**config.mk**
```make
export PLATFORM = sky130hd
export DESIGN_NAME = lcfg_cfgi_target
export DESIGN_NICKNAME = d
export VERILOG_FILES = /design/src/rtl/lcfg_cfgi_target.sv
export SDC_FILE = /design/constraint.sdc
export NUM_CORES = 1
export LEC_CHECK = 0
export ABC_AREA = 1
export CORE_MARGIN = 2
export CORE_UTILIZATION = 43
export CTS_BUF_LIST = sky130_fd_sc_hd__clkbuf_16
export CTS_CLUSTER_DIAMETER = 80
export DETAILED_ROUTE_END_ITERATION = 10
export PLACE_DENSITY_LB_ADDON = 0.3
export SLEW_MARGIN = 10
export SYNTH_ARGS = -nofsm -noshare
export SYNTH_HDL_FRONTEND = slang
export SYNTH_SLANG_ARGS = --single-unit
```
**constraint.sdc**
```tcl
create_clock -name clk -period 2.2 [get_ports clk]
set_clock_uncertainty 0.05 [all_clocks]
set_input_delay 0.44 -clock clk [delete_from_list [all_inputs] [get_ports clk]]
set_output_delay 0.44 -clock clk [all_outputs]
set_load 0.02 [all_outputs]
```
**src/rtl/lcfg_cfgi_target.sv**
```systemverilog
// Config-bus target: decodes a base/mask window and serializes each 32-bit
// access into four byte-wide strobed accesses on the local register bus.
module lcfg_cfgi_target #(
    parameter logic [15:0] cfg_base    = 16'h0000,
    parameter logic [15:0] cfg_mask    = 16'hFF00,
    parameter int unsigned ack_timeout = 64
) (
    input  logic        clk,
    input  logic        reset,
    input  logic        cfgi_irdy,
    input  logic [15:0] cfgi_addr,
    input  logic        cfgi_write,
    input  logic [31:0] cfgi_wr_data,
    output logic        cfgi_trdy,
    output logic [31:0] cfgi_rd_data,
    output logic [9:0]  lcl_addr,
    output logic        lcl_wr_stb,
    output logic        lcl_rd_stb,
    output logic [7:0]  lcl_wr_data,
    input  logic [7:0]  lcl_rd_data,
    input  logic        lcl_ack,
    input  logic        err_clr,
    output logic        timeout_err
);

    typedef enum logic [2:0] {S_IDLE, S_BYTE, S_GAP, S_DONE, S_TURN} state_e;

    // Last BYTE-cycle count value before a forced completion.
    localparam logic [7:0] TMO_LAST = 8'(ack_timeout - 1);

    state_e      state_q, state_d;
    logic [7:0]  addr_q, addr_d;
    logic        write_q, write_d;
    logic [31:0] wdata_q, wdata_d;
    logic [1:0]  idx_q, idx_d;
    logic [7:0]  cnt_q, cnt_d;
    logic [31:0] rdata_q, rdata_d;
    logic        err_q, err_d;

    logic hit;
    logic byte_done;
    logic tmo;

    assign hit = (cfgi_addr & cfg_mask) == cfg_base;

    always_ff @(posedge clk) begin
        if (reset) begin
            state_q <= S_IDLE;
            addr_q  <= '0;
            write_q <= 1'b0;
            wdata_q <= '0;
            idx_q   <= '0;
            cnt_q   <= '0;
            rdata_q <= '0;
            err_q   <= 1'b0;
        end else begin
            state_q <= state_d;
            addr_q  <= addr_d;
            write_q <= write_d;
            wdata_q <= wdata_d;
            idx_q   <= idx_d;
            cnt_q   <= cnt_d;
            rdata_q <= rdata_d;
            err_q   <= err_d;
        end
    end

    always_comb begin
        state_d   = state_q;
        addr_d    = addr_q;
        write_d   = write_q;
        wdata_d   = wdata_q;
        idx_d     = idx_q;
        cnt_d     = cnt_q;
        rdata_d   = rdata_q;
        err_d     = err_q;
        byte_done = 1'b0;
        tmo       = 1'b0;

        // A clear in the same cycle as a timeout loses: the set below overrides.
        if (err_clr) err_d = 1'b0;

        case (state_q)
            S_IDLE: begin
                if (cfgi_irdy && hit) begin
                    addr_d  = cfgi_addr[7:0];
                    write_d = cfgi_write;
                    wdata_d = cfgi_wr_data;
                    idx_d   = 2'd0;
                    cnt_d   = '0;
                    state_d = S_BYTE;
                end
            end
            S_BYTE: begin
                if (lcl_ack) begin
                    byte_done = 1'b1;
                end else if (cnt_q == TMO_LAST) begin
                    byte_done = 1'b1;
                    tmo       = 1'b1;
                end else begin
                    cnt_d = cnt_q + 8'd1;
                end
                if (byte_done) begin
                    cnt_d = '0;
                    if (!write_q) rdata_d[{idx_q, 3'b000} +: 8] = tmo ? 8'hFF : lcl_rd_data;
                    if (tmo) err_d = 1'b1;
                    if (idx_q == 2'd3) begin
                        state_d = S_DONE;
                    end else begin
                        idx_d   = idx_q + 2'd1;
                        state_d = S_GAP;
                    end
                end
            end
            S_GAP:   state_d = S_BYTE;
            S_DONE:  state_d = S_TURN;
            S_TURN:  state_d = S_IDLE;
            default: state_d = S_IDLE;
        endcase
    end

    assign cfgi_trdy    = (state_q == S_DONE);
    assign cfgi_rd_data = rdata_q;
    assign lcl_addr     = {addr_q, idx_q};
    assign lcl_wr_stb   = (state_q == S_BYTE) && write_q;
    assign lcl_rd_stb   = (state_q == S_BYTE) && !write_q;
    assign lcl_wr_data  = wdata_q[{idx_q, 3'b000} +: 8];
    assign timeout_err  = err_q;

endmodule

```
# Word level (Yosys, flattened, before mapping)
# Index checks and enable logic that the tools add are counted.
# op_classes
bitwise	1
n_eq_ne	10
reduce_logical	12
mux	24
add_sub_neg	3
div_mod_pow	0
shift	3
mul	0
order_cmp	0
# ops
operator	n
$mux 8	5
$bwmux 32	1
$shift 8x7->32 const A	1
$shiftx 32x6->8	1
$shiftx 8x7->32	1
$logic_not 16->1	1
$pmux 8 s2	1
$pmux 3 s4	1
$mux 1	10
$add 8x1->8 const B	1
$eq 8x6->1 const B	1
$reduce_and 4->1	2
$neg 5->7	1
$eq 3x2->1 const B	2
$mux 2	3
$mux 3	2
$ne 2x2->1 const B	3
$ne 3x3->1 const B	2
$pmux 2 s2	1
$reduce_and 2->1	2
$eq 3x1->1 const B	1
$logic_and 1x1->1	3
$logic_not 3->1	1
$reduce_and 3->1	1
5 further kinds	5
# word_totals
ff_bits	87
mem_bits_rw	0
mem_bits_ro	0
mem_count	0
latch_bits	0
elab_cells	61
inputBits	62

# Longest topological paths before layout
# depth
depth_word	7
mapped_depth	10
depth_no_buf	10

# Least setup slack after synthesis
# Ideal clock, no wire load.
# synth_path
kind	reg-to-reg
from	register idx_q[0]
to	register rdata_q[6] (netlist: cfgi_rd_data[6])
stages_incl_launch_ff	8
path_slack_ns	-0.184
period_less_slack_ns	2.384
arrival_ns	2.261
required_time_ns	2.077
path_cell_list	dfxtp_1 > buf_2 > clkinv_1 > clkbuf_1 > ha_1 > nor3_1 > a21oi_1 > nor3_2
# synth_between
elab_chain_len	3
elab_cells_between_ends	4
classes_between	add/sub: 1; shift: 2; mux: 1
# synth_lines
item	line	rtl
from (decl)	35	logic [1:0] idx_q, idx_d;
from (signal assigned)	61	idx_q <= idx_d;
$neg 5->7 (*)	105	if (!write_q) rdata_d[{idx_q, 3'b000} +: 8] = tmo ? 8'hFF : lcl_rd_data;
$shiftx 8x7->32 or $shift 8x7->32 (tied branches)	105	
$bwmux 32 (*)	105	
to (signal assigned)	63	rdata_q <= rdata_d;
to (decl)	37	logic [31:0] rdata_q, rdata_d;
# Every way passes the cells marked *; elsewhere a longest branch is shown, timed or not.
# A chain may end at the register's enable or synchronous reset.

# Final worst setup path
# layout_path
from	register idx_q[0]
to	output port lcl_wr_data[1]
# layout_between
elab_chain_len	1
# layout_lines
item	line	rtl
$shiftx 32x6->8	127	assign lcl_wr_data = wdata_q[{idx_q, 3'b000} +: 8];
to (decl)	19	output logic [7:0] lcl_wr_data,
# Every way passes these cells.

==> metrics.md <==
| Metric | Value |
|---|---|
| Total clock buffers created by CTS | `9` |
| Count of hold-fix buffers inserted at cts | `0` |
| WL per Instance | `approximately 13 microns` |
| Sequential element share of the synthesized area | `42.65%` |
| Nets in the synthesized netlist | `between 600 and 700` |
| Launch instance of the worst min-delay path | `addr_q[2]$_SDFFE_PP0P_` |
| RSZ-0062 raised after global routing | `true` |
| RD Place Congestion | `0.8308` |
| Slew headroom | `between 70% and 80%` |
| Final number of max-transition violations | `0` |
| Critical path class | `flip-flop to output port` |
| Total of buffers placed on input and output ports | `about 120` |
| Vert. Die Dim | `slightly above 100 microns` |
| Cell depth of the worst min-delay path | `2` |
| Final Critical Period | `2.165 ns` |
| Chain of cells forming the critical path | `clkinv_1 -> buf_12 -> o21ai_0 -> a21oi_1 -> a21oi_1 -> dlygate4sd2_1` |
| Pre-Repair DR Iteration Count | `6` |
| Fraction of post-synthesis cell area in the top cell type by area | `42.65%` |
| CP max stage cell | `sky130_fd_sc_hd__dlygate4sd2_1` |
| Worst Setup Start Kind | `flip-flop` |
| Kind of cell with the highest combined delay on the critical path | `buffers and inverters` |
| Area enclosed by the die boundary | `about 10000 sq um` |
| Mean number of vias per cell | `just under 5` |
| Max IR drop VDD | `~0.38 mV` |
| Floorplan core area | `9240 sq um` |
| Most frequent cells after synthesis | `105 x sky130_fd_sc_hd__inv_1, 87 x sky130_fd_sc_hd__dfxtp_1, 86 x sky130_fd_sc_hd__nor2_1, 81 x sky130_fd_sc_hd__a21oi_1, 73 x sky130_fd_sc_hd__nand2_1` |
| Detailed-route DRC error count | `0` |
| Required time of the worst setup path | `1.71 ns` |
| Overall track demand over capacity in global routing | `roughly a fifth` |
| R2r startpoint | `idx_q[1]$_SDFFE_PP0P_` |
| Standard cell area after detailed placement | `5418 sq um` |
| Final hold vios | `0` |
| Total negative setup slack | `0 ns` |
| Root buf cell | `sky130_fd_sc_hd__clkbuf_16` |
| Path class of the lowest-slack min-delay path | `flip-flop to flip-flop` |
| Critical Path Most Common Cell | `sky130_fd_sc_hd__a21oi_1` |
| Number of logic stages on the critical path including buffering | `6` |
| Async set-or-reset flop fraction in the synthesized netlist | `0%` |
| Result of the run | `finished clean` |
| Share of the cycle needed by the critical path after routing | `98.40%` |
| Worst Setup End Kind | `output port` |
| Inserted Diodes | `0` |
| Wire length of the first global-routing pass | `about 17000 microns` |
| Starting DRC count in detailed routing | `~180` |
| Layout cell share with drive strength beyond 1 | `8.745%` |
| Endpoints failing setup | `0` |
| Synthesized netlist cell count | `592` |
| Pin count of the biggest net entering global routing | `a little over 80` |
| Number of enable-type register cells in the synthesized netlist | `0` |
| Area growth from synthesis to final layout | `39.80%` |
| Effective utilization at floorplan | `about 44%` |
| Worst path arrival time | `1.67 ns` |
| Total number of H-tree levels | `3` |
| R2R depth | `9` |
| Vias in the first global route | `about 3900` |
| CTS tree | `yes` |
| Count of cell types in the netlist | `29` |
| Total number of clock tree sinks | `a little under 90` |
| Hold worst-path end | `addr_q[2]$_SDFFE_PP0P_` |
| Antenna viol nets, final | `0` |
| Total Routed Length | `between 10000 and 15000 microns` |
| Slew of the pin with the lowest slew margin | `0.4161 ns` |
| Highest achievable clock rate | `around 460 MHz` |
| Mean area per synthesized cell | `6.899 sq um` |
| Biggest area contributors in the synthesized netlist | `sky130_fd_sc_hd__dfxtp_1 43%, sky130_fd_sc_hd__a21oi_1 9.9%, sky130_fd_sc_hd__inv_1 9.7%, sky130_fd_sc_hd__nor2_1 7.9%, sky130_fd_sc_hd__nand2_1 6.7%` |
| Summed area of non-filler cells in the final layout | `between 5000 and 6000 sq um` |
| Total gr overflow | `0` |
| Smallest setup slack after layout | `~0.035 ns` |
| Net count of the finished layout | `~770` |
| Post-synthesis register bit count | `between 80 and 90` |
| Post-CTS setup repair buffer count | `0` |
| Setup slack of the most critical reg-to-reg path | `approximately 0.2 ns` |
| Skew-Pair Late Insertion Delay | `approximately 0.34 ns` |
| PnR Total Power | `3.421 mW` |
| Antenna violations before repair | `0` |
| Reg-to-reg endpoint | `cfgi_rd_data[21]$_SDFFE_PP0P_` |
| Setup WS pre-CTS | `-0.007572 ns` |
| Dominant register cell in the synthesized netlist | `sky130_fd_sc_hd__dfxtp_1` |
| Cell with the most instances after synthesis | `sky130_fd_sc_hd__inv_1` |
| Top-level port count | `between 100 and 150` |
| Total vias in the final route | `a little over 4000` |
| Worst path buffer plus inverter count | `3` |
| Number of buffers between clock root and the deepest sink | `2` |
| Worst path max stage delay | `around 0.35 ns` |
| Fill count | `824` |
| CP Max Fanout | `24` |
| Overall die width | `about 100 microns` |
| Power per unit of standard cell area | `between 500 and 600 nW/um^2` |
| Post-synthesis cell type with the largest combined area | `sky130_fd_sc_hd__dfxtp_1` |
| Std cell rows | `35` |
| Leakage component of the power | `roughly 2.4 nW` |
| Worst-path clk slew | `~0.06 ns` |
| Final Core Density | `about three fifths` |
| Count of max-cap constraint violations | `0` |
| DP HPWL | `7661 microns` |
| Warning count from the yosys run | `0` |
| Mapped cell area | `between 4000 and 5000 sq um` |
[cells in the final DEF, fill, tap and decap left out, types with 3 or more instances in the layout]
cell / Yosys / routed
sky130_fd_sc_hd__clkbuf_2: 0 / 4
sky130_fd_sc_hd__inv_2: 5 / 5
sky130_fd_sc_hd__inv_1: 105 / 105
sky130_fd_sc_hd__a21oi_1: 81 / 81
sky130_fd_sc_hd__nand3_2: 5 / 6
sky130_fd_sc_hd__nand2_2: 4 / 4
sky130_fd_sc_hd__nor3_1: 10 / 9
sky130_fd_sc_hd__clkdlybuf4s50_1: 0 / 104
sky130_fd_sc_hd__nand4_2: 3 / 3
sky130_fd_sc_hd__dfxtp_1: 87 / 86
sky130_fd_sc_hd__nand2_1: 73 / 73
sky130_fd_sc_hd__nand4_1: 8 / 8
sky130_fd_sc_hd__nand3_1: 26 / 25
sky130_fd_sc_hd__clkbuf_16: 0 / 9
sky130_fd_sc_hd__buf_4: 0 / 11
sky130_fd_sc_hd__dlygate4sd2_1: 0 / 5
sky130_fd_sc_hd__nor2_1: 86 / 86
sky130_fd_sc_hd__ha_1: 7 / 7
sky130_fd_sc_hd__o21ai_0: 49 / 49
[state kept, by name, summed over array words and instances (netlist names)]
register,count
wdata_q,32
timeout_err,1
idx_q,2
cfgi_rd_data,32
addr_q,8
state_q,3
cnt_q,8
write_q,1
[power breakdown]
group | internal, mW | switching (mW) | leakage [nW]
Sequential | 1.58 | 0.00122 | 0.701
Combinational | 0.118 | 0.0810 | 1.54
Clock | 0.998 | 0.645 | 0.160
[cell families (layout without fill, tap and decap cells)]
kind of cell | Yosys count | count (layout) | share of synthesized area [%]
and+or+nand+nor | 224 | 224 | 25.21
buffers and inverters | 139 | 256 | 13.05
AOI/OAI and AO/OA | 133 | 133 | 16.51
DFF | 87 | 87 | 42.65
adders and majority gates | 7 | 7 | 2.145
xor gates and xnor gates | 2 | 2 | 0.4290
[routing by layer]
| metal | GRT usage, % | vias up | part of all wire [%] |
|---|---|---|---|
| li1 | - | 2090 | - |
| met1 | 25.81 | 1798 | 43 |
| met2 | 35.61 | 159 | 48 |
| met3 | 4.348 | 25 | 6.2 |
| met4 | 9.875 | 0 | 2.8 |
| met5 | 0 | - | 0 |
[area by class of cell]
cell class / instances / area [sq um] / area share, %
Tap cell: 129 / 161.4 / 2.827
Inverter: 112 / 420.4 / 7.364
Timing Repair Buffer: 128 / 1237 / 21.67
Clock inverter: 7 / 96.34 / 1.687
Multi-Input combinational cell: 366 / 1826 / 31.97
Clock buffer: 9 / 225.2 / 3.945
Sequential cell: 87 / 1743 / 30.53
[how the worst max path moves through the flow]
stage                     startpoint                       endpoint  slack (ns)
2_1_floorplan  idx_q[0]$_SDFFE_PP0P_  cfgi_rd_data[16]$_SDFFE_PP0P_        0.09
4_1_cts        idx_q[0]$_SDFFE_PP0P_                 lcl_wr_data[0]       0.002
3_5_place_dp               cfgi_irdy       wdata_q[30]$_SDFFE_PP0P_      -0.008
6_report       idx_q[0]$_SDFFE_PP0P_                 lcl_wr_data[1]        0.04
3_3_place_gp               cfgi_irdy       wdata_q[30]$_SDFFE_PP0P_       0.003
5_1_grt        idx_q[1]$_SDFFE_PP0P_                 lcl_wr_data[1]       -0.10
[worst register-to-register path: stages (launching register included)]
cell and delay, ns:
sky130_fd_sc_hd__dfxtp_1 0.33, sky130_fd_sc_hd__inv_1 0.19, sky130_fd_sc_hd__buf_4 0.23, sky130_fd_sc_hd__ha_1 0.39
sky130_fd_sc_hd__inv_1 0.10, sky130_fd_sc_hd__nor2_1 0.12, sky130_fd_sc_hd__nand4_2 0.22, sky130_fd_sc_hd__nor2_1 0.17
sky130_fd_sc_hd__nor2_1 0.07, sky130_fd_sc_hd__nor2_1 0.08
[through the flow]
step           cells  hold WS, ns
2_1_floorplan    592       0.3737
5_1_grt          838       0.4200
3_3_place_gp     822       0.3827
4_1_cts          838       0.3972
6_report         838       0.3940
3_5_place_dp     822       0.3868
[repair_timing]
| item | 4_1_cts | 5_1_grt |
|---|---|---|
| setup endpoints to repair | 11 | 15 |
| cloned | 0 | 0 |
| pin swaps | 0 | 0 |
| gates resized for setup | 15 | 11 |
Power figures use the tool's default switching activity.
